**src/rtl/uart_pkg.sv**
```systemverilog
// rtl/uart_pkg.sv - shared UART constants and transmit state encoding
// Contents:
//   DFIFO_WIDTH               data width of the downstream FIFO
//   DEFAULT_BIT_LENGTH_WIDTH  default width of the clocks-per-bit control
//   uart_tx_state_t           transmit serializer states
package uart_pkg;

   localparam int DFIFO_WIDTH              = 8;
   localparam int DEFAULT_BIT_LENGTH_WIDTH = 16;

   typedef enum logic [2:0] {
      ST_IDLE   = 3'd0,
      ST_FETCH  = 3'd1,
      ST_START  = 3'd2,
      ST_DATA   = 3'd3,
      ST_PARITY = 3'd4,
      ST_STOP   = 3'd5
   } uart_tx_state_t;

endpackage

```
**src/rtl/uart_bit_timer.sv**
```systemverilog
// rtl/uart_bit_timer.sv - loadable bit-time down-counter with boundary strobe
// Ports:
//   i_clk, i_rst      core clock, synchronous active-high reset
//   i_load            load i_length_m1 into the counter
//   i_run             count down; reload from i_length_m1 after reaching zero
//   i_length_m1       clocks per bit minus one
//   o_tick            high on the last clock of each bit while running
module uart_bit_timer
   import uart_pkg::*;
#(
   parameter int WIDTH = DEFAULT_BIT_LENGTH_WIDTH
) (
   input  logic             i_clk,
   input  logic             i_rst,
   input  logic             i_load,
   input  logic             i_run,
   input  logic [WIDTH-1:0] i_length_m1,
   output logic             o_tick
);

   logic [WIDTH-1:0] count_q;

   always_ff @(posedge i_clk) begin
      if (i_rst) begin
         count_q <= '0;
      end else if (i_load || (i_run && count_q == '0)) begin
         count_q <= i_length_m1;
      end else if (i_run) begin
         count_q <= count_q - WIDTH'(1);
      end
   end

   assign o_tick = i_run && (count_q == '0);

endmodule

```
**src/rtl/uart_tx_serializer.sv**
```systemverilog
// rtl/uart_tx_serializer.sv - UART transmit serializer fed from the DFIFO
// Optional feature macro: UART_TX_PARITY_EN (parity bit generation)
// Ports:
//   i_clk, i_rst             core clock, synchronous active-high reset
//   i_tx_en                  transmit enable
//   i_bit_length             clocks per bit (0 behaves as 1)
//   i_stop_bits              0: one stop bit, 1: two stop bits
//   i_parity_en/i_parity_odd parity enable and type (parity build only)
//   i_dfifo_empty/i_dfifo_data  DFIFO status and read data (one clock after pop)
//   o_dfifo_read_req         single-cycle DFIFO pop
//   o_uart_tx                registered serial line, idle high
//   o_tx_status              frame in flight
//   o_tx_done                pulse on the last clock of the final stop bit
module uart_tx_serializer
   import uart_pkg::*;
#(
   parameter int BIT_LENGTH_WIDTH = DEFAULT_BIT_LENGTH_WIDTH,
   parameter int DATA_WIDTH       = DFIFO_WIDTH
) (
   input  logic                        i_clk,
   input  logic                        i_rst,
   input  logic                        i_tx_en,
   input  logic [BIT_LENGTH_WIDTH-1:0] i_bit_length,
   input  logic                        i_stop_bits,
   input  logic                        i_parity_en,
   input  logic                        i_parity_odd,
   input  logic                        i_dfifo_empty,
   input  logic [DATA_WIDTH-1:0]       i_dfifo_data,
   output logic                        o_dfifo_read_req,
   output logic                        o_uart_tx,
   output logic                        o_tx_status,
   output logic                        o_tx_done
);

   localparam int IDX_W = (DATA_WIDTH > 1) ? $clog2(DATA_WIDTH) : 1;

   uart_tx_state_t              state_q, state_d;
   logic [DATA_WIDTH-1:0]       data_q;
   logic [IDX_W-1:0]            bit_idx_q, bit_idx_d;
   logic [BIT_LENGTH_WIDTH-1:0] len_m1_q, fetch_len_m1, timer_len_m1;
   logic                        stop2_q, stop_second_q;
   logic                        tick, go, last_bit, frame_end, tx_d, tx_q;

   // A pop is only ever requested with data available and never during reset.
   assign go           = i_tx_en && !i_dfifo_empty && !i_rst;
   assign fetch_len_m1 = (i_bit_length == '0) ? '0 : i_bit_length - BIT_LENGTH_WIDTH'(1);
   assign timer_len_m1 = (state_q == ST_FETCH) ? fetch_len_m1 : len_m1_q;
   assign last_bit     = (bit_idx_q == IDX_W'(DATA_WIDTH - 1));
   assign frame_end    = (state_q == ST_STOP) && tick && (!stop2_q || stop_second_q);

   uart_bit_timer #(.WIDTH(BIT_LENGTH_WIDTH)) u_bit_timer (
      .i_clk       (i_clk),
      .i_rst       (i_rst),
      .i_load      (state_q == ST_FETCH),
      .i_run       (state_q != ST_IDLE && state_q != ST_FETCH),
      .i_length_m1 (timer_len_m1),
      .o_tick      (tick)
   );

`ifdef UART_TX_PARITY_EN
   logic par_en_q, par_odd_q, parity_bit;

   always_ff @(posedge i_clk) begin
      if (i_rst) begin
         par_en_q  <= 1'b0;
         par_odd_q <= 1'b0;
      end else if (state_q == ST_FETCH) begin
         par_en_q  <= i_parity_en;
         par_odd_q <= i_parity_odd;
      end
   end

   assign parity_bit = (^data_q) ^ par_odd_q;
`else
   logic unused_parity;
   assign unused_parity = i_parity_en ^ i_parity_odd;
`endif

   always_ff @(posedge i_clk) begin
      if (i_rst) state_q <= ST_IDLE;
      else       state_q <= state_d;
   end

   always_comb begin
      state_d = state_q;
      case (state_q)
         ST_IDLE:  if (go) state_d = ST_FETCH;
         ST_FETCH: state_d = ST_START;
         ST_START: if (tick) state_d = ST_DATA;
         ST_DATA: begin
            if (tick && last_bit) begin
`ifdef UART_TX_PARITY_EN
               state_d = par_en_q ? ST_PARITY : ST_STOP;
`else
               state_d = ST_STOP;
`endif
            end
         end
`ifdef UART_TX_PARITY_EN
         ST_PARITY: if (tick) state_d = ST_STOP;
`endif
         ST_STOP:  if (frame_end) state_d = go ? ST_FETCH : ST_IDLE;
         default:  state_d = ST_IDLE;
      endcase
   end

   always_comb begin
      bit_idx_d = bit_idx_q;
      if (state_q == ST_START)              bit_idx_d = '0;
      else if (state_q == ST_DATA && tick)  bit_idx_d = bit_idx_q + IDX_W'(1);
   end

   // The line is registered, so its next value follows the next state.
   always_comb begin
      o_dfifo_read_req = go && (state_q == ST_IDLE || frame_end);
      o_tx_done        = frame_end;
      o_tx_status      = (state_q != ST_IDLE);
      tx_d             = 1'b1;
      case (state_d)
         ST_START:  tx_d = 1'b0;
         ST_DATA:   tx_d = data_q[bit_idx_d];
`ifdef UART_TX_PARITY_EN
         ST_PARITY: tx_d = parity_bit;
`endif
         default:   tx_d = 1'b1;
      endcase
   end

   always_ff @(posedge i_clk) begin
      if (i_rst) begin
         tx_q          <= 1'b1;
         data_q        <= '0;
         bit_idx_q     <= '0;
         len_m1_q      <= '0;
         stop2_q       <= 1'b0;
         stop_second_q <= 1'b0;
      end else begin
         tx_q      <= tx_d;
         bit_idx_q <= bit_idx_d;
         if (state_q == ST_FETCH) begin
            data_q   <= i_dfifo_data;
            len_m1_q <= fetch_len_m1;
            stop2_q  <= i_stop_bits;
         end
         // Toggles high after the first of two stop bits, clears at frame end.
         if (state_q == ST_STOP && tick) stop_second_q <= stop2_q && !stop_second_q;
      end
   end

   assign o_uart_tx = tx_q;

endmodule
```
**config.mk**
```make
export PLATFORM = sky130hd
export DESIGN_NAME = uart_tx_serializer
export DESIGN_NICKNAME = d
export VERILOG_FILES = /design/src/rtl/uart_pkg.sv /design/src/rtl/uart_bit_timer.sv /design/src/rtl/uart_tx_serializer.sv
export SDC_FILE = /design/constraint.sdc
export NUM_CORES = 1
export LEC_CHECK = 0
export CORE_UTILIZATION = 50
export CTS_CLUSTER_SIZE = 16
export DETAILED_ROUTE_END_ITERATION = 10
export MAX_ROUTING_LAYER = met4
export PLACE_DENSITY_LB_ADDON = 0.15
export SLEW_MARGIN = 20
export SYNTH_ARGS = -nofsm -noshare
export SYNTH_HDL_FRONTEND = slang
export SYNTH_SLANG_ARGS = --single-unit
```
**constraint.sdc**
```tcl
create_clock -name i_clk -period 2.51 [get_ports i_clk]
set_clock_uncertainty 0.1 [all_clocks]
set_input_delay 0.502 -clock i_clk [delete_from_list [all_inputs] [get_ports i_clk]]
set_output_delay 0.502 -clock i_clk [all_outputs]
set_load 0.005 [all_outputs]
```
After elaboration in Yosys (flattened, before gate mapping)
Index checks and enable logic that the tools add are counted.

word-level totals
  register bits after elaboration = 49
  logic and storage cells = 57
  output and inout bits = 4

operators by class
  muxes and demuxes = 15
  reductions and logical operators = 22
  equality and inequality tests = 8
  order comparisons = 1
  add/subtract/negate cells = 3

operators by type and width
  cell                     count
  $mux W16                 4
  $logic_not A16 Y1        2
  $sub A16 B1 Y16 const B  2
  $mux W3                  6
  $pmux W3 S5              1
  $eq A3 B2 Y1 const B     4
  $logic_and A1 B1 Y1      10
  $eq A3 B3 Y1 const B     2
  $logic_not A1 Y1         4
  $lt A3 B4 Y1 const B     1
  $add A3 B1 Y3 const B    1
  $bmux W1 S3              1
  $eq A3 B1 Y1 const B     1
  $logic_not A3 Y1         1
  $logic_or A1 B1 Y1       3
  $ne A3 B1 Y1 const B     1
  $reduce_bool A3 Y1       1
  $mux W1                  2
  $pmux W1 S2              1
  $reduce_bool A2 Y1       1

Depth between registers and ports, before layout
Gate-level depths: netlist (run 1).

  word-level depth = 9
  gate-level depth with buffers = 10
  depth with buffers taken out = 9

Hierarchy
Synthesis (run 1) repeated with hierarchy kept, for this count alone.

second synthesis, totals
  cells, all modules = 334
  area, all modules = 2761.4 sq um

modules (own cells, without submodules)
  module              area an instance (sq um)  sequential area each (sq um)  cells an instance  instances
  uart_tx_serializer  1730.4                    660.6                         220                1
  uart_bit_timer      1031.0                    320.3                         114                1

Least setup slack after synthesis (run 1)
Ideal clock, no wire load.

  path type = in2reg
  from = in i_bit_length[0]
  to = reg u_bit_timer.count_q[10]
  arrival = 2.184 ns
  required time = 2.282 ns
  stages = 10
  slack = 0.098 ns
  cells stage by stage = inv_1 -> ha_1 -> nor4b_2 -> nand3_1 -> o21ai_1 -> buf_2 -> a2bb2oi_1 -> nor2_1 -> a221oi_1 -> nor2_1

on the way
  word-level cells in the longest chain between the ends = 4
  elaborated cells between the ends (all ways) = 5
  classes of those cells = 1 x add/sub; 3 x mux; 1 x reduce/logical

RTL lines
  what                                                  RTL line                  RTL
  start, declared                                       uart_tx_serializer.sv:23  input logic [BIT_LENGTH_WIDTH-1:0] i_bit_length,
  $sub A16 B1 Y16 or $logic_not A16 Y1 (tied branches)  uart_tx_serializer.sv:46  assign fetch_len_m1 = (i_bit_length == '0) ? '0 : i_bit_length - BIT_LENGTH_WIDTH'(1);
  $mux W16 *                                            uart_tx_serializer.sv:46
  $mux W16 *                                            --
  $mux W16 *                                            uart_bit_timer.sv:26      end else if (i_load || (i_run && count_q == '0)) begin
  end signal, assigned                                  uart_bit_timer.sv:27      count_q <= i_length_m1;
  end signal, assigned                                  uart_bit_timer.sv:29      count_q <= count_q - WIDTH'(1);
  end, declared                                         uart_bit_timer.sv:21      logic [WIDTH-1:0] count_q;

Mark *: on every way between the ends. The rest lies on a longest branch, timed or not.
A chain may end at the register's enable or synchronous reset.

Final worst setup path (run 1)
  from = reg u_bit_timer.count_q[7]
  to = reg tx_q, in the netlist o_uart_tx

on the way
  word-level cells in the longest chain between the ends = 8
  elaborated cells between the ends (all ways) = 17
  classes of those cells = 2 x eq/ne; 9 x mux; 6 x reduce/logical

RTL lines
  what                                                           RTL line                                              RTL
  $logic_not A16 Y1 *                                            uart_bit_timer.sv:33                                  assign o_tick = i_run && (count_q == '0);
  $logic_and A1 B1 Y1 *                                          uart_bit_timer.sv:33
  $logic_and A1 B1 Y1, on equally long branches                  uart_tx_serializer.sv:110, uart_tx_serializer.sv:49
  $mux W3 or $logic_and A1 B1 Y1 (tied branches)                 uart_tx_serializer.sv:110, uart_tx_serializer.sv:49
  $mux W3, on equally long branches                              uart_tx_serializer.sv:109, uart_tx_serializer.sv:102
  $bmux W1 S3 or $pmux W3 S5 (tied branches)                     uart_tx_serializer.sv:121, uart_tx_serializer.sv:86
  $mux W1 (implied by the code) or $eq A3 B2 Y1 (tied branches)  uart_tx_serializer.sv:121, uart_tx_serializer.sv:119
  $pmux W1 S2 *                                                  uart_tx_serializer.sv:119                             case (state_d)
  end signal, assigned                                           uart_tx_serializer.sv:138                             tx_q <= tx_d;
  end, declared                                                  uart_tx_serializer.sv:42                              logic tick, go, last_bit, frame_end, tx_d, tx_q;

Mark *: on every way between the ends. The rest lies on a longest branch, timed or not. The select of a mux whose other input is x is not followed.

==> results of run 1 <==
## synth_stat cells, drive strengths merged, types with 3 or more instances
cell | instances | area [um^2]
inv | 12 | 45.04
ha | 5 | 62.56
nor3 | 17 | 90.09
clkbuf | 14 | 52.55
o21ai | 32 | 171.4
xnor2 | 6 | 52.55
nor4b | 3 | 38.79
a221oi | 3 | 26.28
buf | 5 | 31.28
or3 | 3 | 23.77
nor4 | 9 | 77.57
and2 | 6 | 37.54
nand3 | 8 | 45.04
a31oi | 5 | 46.29
a21oi | 42 | 210.2
xor2 | 3 | 26.28
nand2 | 43 | 161.4
o21a | 3 | 22.52
dfxtp | 49 | 980.9
nor2b | 4 | 25.02
nor2 | 47 | 178.9
nor3b | 4 | 30.03
or4 | 4 | 33.78
## metrics by stage
stage               instance area, um^2  util [%]  setup slack (ns)  power [uW]
floorplan                          2806         -           0.09810        2325
global placement                   3563     67.62           -0.2272        3017
detailed placement                 3563     67.62           -0.3202        3065
CTS                                3706     70.32          0.007417        3582
global route                       3924     74.45           -0.1090        4126
finish                             3924     74.45         -0.007912        3830
## final timing paths
path                                                     startpoint  slack (ns)                     end
worst max register to register  u_bit_timer.count_q[7]$_SDFFE_PP0P_      -0.008    o_uart_tx$_SDFF_PP1_
worst min-delay path                         data_q[3]$_SDFFE_PP0N_        0.36  data_q[3]$_SDFFE_PP0N_
worst min register to register               data_q[3]$_SDFFE_PP0N_        0.36  data_q[3]$_SDFFE_PP0N_
worst max-delay path            u_bit_timer.count_q[7]$_SDFFE_PP0P_      -0.008    o_uart_tx$_SDFF_PP1_
## per-layer routing
metal  vias to the layer above  global-route usage (%)
met3                        17                   4.643
met1                      1416                   37.36
met2                        94                   40.54
met4                         0                   8.077
met5                         -                       -
li1                       1484                       -
## report_power, final
group	leakage [uW]	internal (uW)	switching, uW
combinational	0.00108	1040	1250
clock	0.0000439	193	278
sequential	0.000400	936	128
total	0.00153	2170	1660
## flip-flops by register name, summed over array words and instances (netlist names)
signal / flops
len_m1_q: 16
stop2_q: 1
o_uart_tx: 1
data_q: 8
bit_idx_q: 3
state_q: 3
u_bit_timer.count_q: 16
stop_second_q: 1
## logic make-up after synthesis
| group | share of synthesized area [%] |
|---|---|
| AOI/OAI and AO/OA | 24.16 |
| and+or+nand+nor | 30.14 |
| buffers and inverters | 4.592 |
| xor gates and xnor gates | 2.809 |
| DFF | 34.95 |
| muxes | 1.115 |
| adders and majority gates | 2.229 |
## layout make-up
cell class | instances | area, um^2
Clock buffer | 5 | 68.82
Clock inverter | 3 | 17.52
Fill cell | 418 | 1346
Inverter | 12 | 45.04
Multi-Input combinational cell | 286 | 1921
Sequential cell | 49 | 983.4
Tap cell | 70 | 87.58
Timing Repair Buffer | 94 | 800.8
## worst reg2reg max path, delay by kind of cell (launching register included)
kind            cells  cell delay (ns)
simple gates        4             1.00
buf+inv             2             0.32
flops               1             0.35
compound gates      3             0.68
## what timing repair did
item	CTS	global route
gates cloned	0	1
pin swaps	4	11
resized for setup	11	43
endpoints found under the setup margin	7	24
buffers inserted	3	3
==> flow_metrics.py, run 1 <==
metrics = {
    "timing": {
        "whs_ns": 0.3634,
        "rsz0062_at_grt": "yes",
        "period_share_pct": 100.3,
        "finalSetupViolCount": 1,
        "period_minus_slack_ns": 2.518,
        "slew_viol_final": 0,
        "fin_tns_setup_ns": -0.007912,
        "slew_headroom_pct": 57.59,
        "fmax_ghz": 0.3972,
        "hold_viol": 0,
        "setup_ws_ns": -0.007912,
        "worstMarginPinSlew_ns": 0.6355,
    },
    "floorplanning": {
        "initial_core_util_pct": 53.25,
        "pin_count": 35,
        "core_region_area_um2": 5270,
        "die_h_um": 76.92,
        "die_w_um": 76.92,
        "die_area_um2": 5917,
        "num_rows": 26,
    },
    "logic_synthesis": {
        "ys_ff_latch": 49,
        "syn_inst": 366,
        "synth_fp_nets": 402,
        "synth_cell_types": 62,
        "async_reset_ff_share_pct": 0,
        "netlist_area_um2": 2806,
        "synth_edf_count": 0,
        "ys_warn_count": 0,
        "syn_area_per_cell_um2": 7.668,
        "seq_area_frac_synth_pct": 34.95,
        "synth_top_flop_cell": "dfxtp_1",
    },
    "final_layout": {
        "final_nets": 484,
        "stdcell_count": 519,
        "final_common_cell": "buf_4",
        "mostFrequentLayoutCells": "buf_4 (60), dfxtp_1 (47), nor2_1 (44), nand2_1 (43), a21oi_1 (35)",
        "n_antenna_cell": 0,
        "area_delta_synth_final_pct": 39.81,
        "drive_gt1_share_pct": 26.50,
    },
    "cts": {
        "clkSlewWorstSetupHoldPaths_ns": 0.10,
        "htreeDepth": 2,
        "cts_tree": "built",
        "cts_max_path_buffers": 2,
        "cts_num_sinks": 49,
        "clk_latency_ns": 0.30,
        "cts_hold_buf": 0,
        "cts_buffers": 5,
        "cts-root-buf": "clkbuf_8",
    },
    "drt": {
        "highest_layer": "met4",
        "met3WireLength_um": 386,
        "vias_per_cell": 5.802,
        "wl_met1_mm": 3.739,
        "wl_met2_mm": 3.553,
        "totalWireLength_mm": 7.805,
        "post_drt_wl_per_cell_um": 15.04,
        "route.vias.total": 3011,
        "drc": 0,
        "postRouteAntennaNets": 0,
        "first_pass_iters": 5,
        "drt_iter0_drc": 288,
    },
    "setup_path": {
        "critPathMaxFanout": 4,
        "start_kind": "flip-flop",
        "critPathRequiredTime_ns": 2.64,
        "critPathSlowestCell": "or3b_4",
        "arrival_ns": 2.65,
        "cpLargestDelayFamily": "simple AND/OR/NAND/NOR gates",
        "r2r_cells": 9,
        "critPathKind": "reg2reg",
        "worst-path-buf-inv": 2,
        "cp.depth": 9,
        "critPathMaxStageDelay_ns": 0.40,
        "critPathCaptureType": "flip-flop",
        "path_cells": "nor4_4, nand4_1, buf_4, buf_4, o21a_4, or3b_4, a211oi_4, nor4_4, a31oi_1",
    },
    "grt": {
        "grt_pass1_vias": 2763,
        "antenna_found_initial": 0,
        "grt_max_degree": 40,
        "grt_pass1_wl_mm": 12.60,
        "grt.total_usage_pct": 27.18,
        "grt-ovfl-total": 0,
    },
    "pwr": {
        "p_leak_uw": 0.001527,
        "pwr_density_cell_nw_per_um2": 976.0,
        "ir_drop_mv": 0.4822,
    },
    "outcome": {
        "status": "finished with violations",
        "violations": "setup timing",
    },
    "placed_design": {
        "numPortBuffers": 32,
        "dp_hpwl_mm": 5.310,
        "gp_congestion": 0.8308,
        "dp.cells": 505,
    },
    "min_path": {
        "worstHoldPathCells": 2,
        "hp-class": "reg2reg",
    },
    "job": {
        "max_cap_violations": 0,
    },
}
Note: power is estimated with default switching activity, not from simulation.
==> inputs of run 2 (changes only) <==
- CORE_UTILIZATION: 50 -> 30
- clock period: 2.51 -> 2.9 ns (I/O delays scaled with it)
==> flow_metrics.py, run 2 (synthesis results as in run 1) <==
metrics = {
    "pwr": {
        "pwr_density_cell_nw_per_um2": 862.5,
        "p_leak_uw": 0.001367,
        "ir_drop_mv": 0.2558,
        "total_power_uw": 3108,
    },
    "floorplanning": {
        "num_rows": 34,
        "die_area_um2": 9746,
        "core_region_area_um2": 8891,
        "pin_count": 35,
        "die_w_um": 98.72,
        "initial_core_util_pct": 31.56,
        "die_h_um": 98.72,
    },
    "drt": {
        "vias_per_cell": 5.222,
        "route.vias.total": 2778,
        "first_pass_iters": 4,
        "totalWireLength_mm": 7.280,
        "post_drt_wl_per_cell_um": 13.68,
        "drt_iter0_drc": 130,
        "drc": 0,
        "postRouteAntennaNets": 0,
    },
    "placed_design": {
        "dp_slack_ns": -0.02156,
        "dp_hpwl_mm": 5.272,
        "numPortBuffers": 32,
        "gp_congestion": 0.7913,
    },
    "final_layout": {
        "final_nets": 459,
        "mostFrequentLayoutCells": "dfxtp_1 (48), nor2_1 (46), nand2_1 (43), a21oi_1 (42), buf_4 (37)",
        "reg_top3": "len_m1_q (16), u_bit_timer.count_q (16), data_q (8)",
        "fillers": 899,
        "drive_gt1_share_pct": 15.09,
        "n_antenna_cell": 0,
        "final_common_cell": "dfxtp_1",
        "area_delta_synth_final_pct": 28.40,
    },
    "grt": {
        "grt_pass1_vias": 2484,
        "grt_pass1_wl_mm": 12.17,
        "antenna_found_initial": 0,
        "grt-ovfl-total": 0,
        "grt_max_degree": 40,
        "grt.total_usage_pct": 16.18,
    },
    "setup_path": {
        "critPathMaxFanout": 4,
        "critPathRequiredTime_ns": 2.22,
        "critPathKind": "reg2out",
        "start_kind": "flip-flop",
        "arrival_ns": 2.07,
        "critPathCaptureType": "primary output",
    },
    "timing": {
        "period_share_pct": 94.67,
        "fmax_ghz": 0.3642,
        "worstMarginPinSlew_ns": 0.5560,
        "slew_headroom_pct": 62.41,
        "slew_viol_final": 0,
        "hold_viol": 0,
        "finalSetupViolCount": 0,
        "rsz0062_at_grt": "no",
        "period_minus_slack_ns": 2.745,
        "setup_ws_ns": 0.1546,
    },
    "cts": {
        "cts_hold_buf": 0,
        "clk_latency_ns": 0.31,
        "htreeDepth": 2,
        "cts-root-buf": "clkbuf_8",
        "cts_max_path_buffers": 2,
        "clkSlewWorstSetupHoldPaths_ns": 0.09,
        "cts_buffers": 5,
        "cts_num_sinks": 49,
        "cts_tree": "built",
    },
    "job": {
        "max_cap_violations": 0,
    },
    "outcome": {
        "status": "complete, no violations",
    },
    "min_path": {
        "hp-class": "reg2reg",
    },
}
[run 2: changes by cell type in the layout (fill, tap and decap cells not counted), moves of 3 or more]
cell and change:
buf_4 -23, a21oi_1 +7, a21oi_2 -7, clkdlybuf4s50_1 +3
nor3_1 +3, nor4_1 +3
[run 2: area by class of cell]
| type | count | area [um^2] | area share (%) |
|---|---|---|---|
| multi-input cells | 286 | 1718 | 47.67 |
| flip-flops and latches | 49 | 984.7 | 27.33 |
| repair buffers | 69 | 600.6 | 16.67 |
| well taps | 108 | 135.1 | 3.750 |
| clock buffers | 6 | 82.58 | 2.292 |
| inverters | 12 | 45.04 | 1.250 |
| clock inverters | 2 | 37.54 | 1.042 |
[run 2: final timing paths]
kind | start | cells after the start | slack [ns] | endpoint
hold reg to reg | data_q[3]$_SDFFE_PP0N_ | 2 | 0.37 | data_q[3]$_SDFFE_PP0N_
hold / removal | data_q[3]$_SDFFE_PP0N_ | 2 | 0.37 | data_q[3]$_SDFFE_PP0N_
setup reg to reg | u_bit_timer.count_q[4]$_SDFFE_PP0P_ | 8 | 0.35 | o_uart_tx$_SDFF_PP1_
setup / recovery | u_bit_timer.count_q[1]$_SDFFE_PP0P_ | 6 | 0.15 | o_tx_done
[run 2: critical path, cell delays in order (launching register included)]
cell and delay, ns:
dfxtp_4 0.36, inv_1 0.07, ha_2 0.18, nor3b_2 0.17, nand4_1 0.17, nor3_2 0.27
clkdlybuf4s50_1 0.55
[run 2: stage by stage]
step / instances / hold slack, ns / TNS (ns) / utilization [%] / area (um^2)
final: 532 / 0.3723 / 0 / 40.53 / 3603
after global routing: 532 / 0.3981 / 0 / 40.53 / 3603
after CTS: 530 / 0.3736 / 0 / 40.16 / 3571
after detailed placement: 517 / 0.3597 / -0.03054 / 38.28 / 3403
after global placement: 517 / 0.3535 / -0.02338 / 38.28 / 3403
after floorplan: 366 / 0.3310 / 0 / - / 2806
[run 2: metal layers]
layer / up-vias / global-route usage (%) / wire length, um
met1: 1265 / 22.85 / 3840
met5: - / - / 0
li1: 1447 / - / -
met2: 59 / 24.59 / 3091
met4: 0 / 4.133 / 70
met3: 7 / 1.773 / 278
[run 2: repair_timing]
item / in CTS / in global routing
resized for setup: 2 / 5
setup endpoints to repair: 2 / 1
pin swaps: 1 / 2
buffers inserted: 5 / 2
[run 2: power by group]
| part | switching [uW] | leakage [uW] | internal (uW) |
|---|---|---|---|
| clock | 242 | 0.0000574 | 281 |
| sequential | 106 | 0.000399 | 810 |
| combinational | 939 | 0.000910 | 730 |
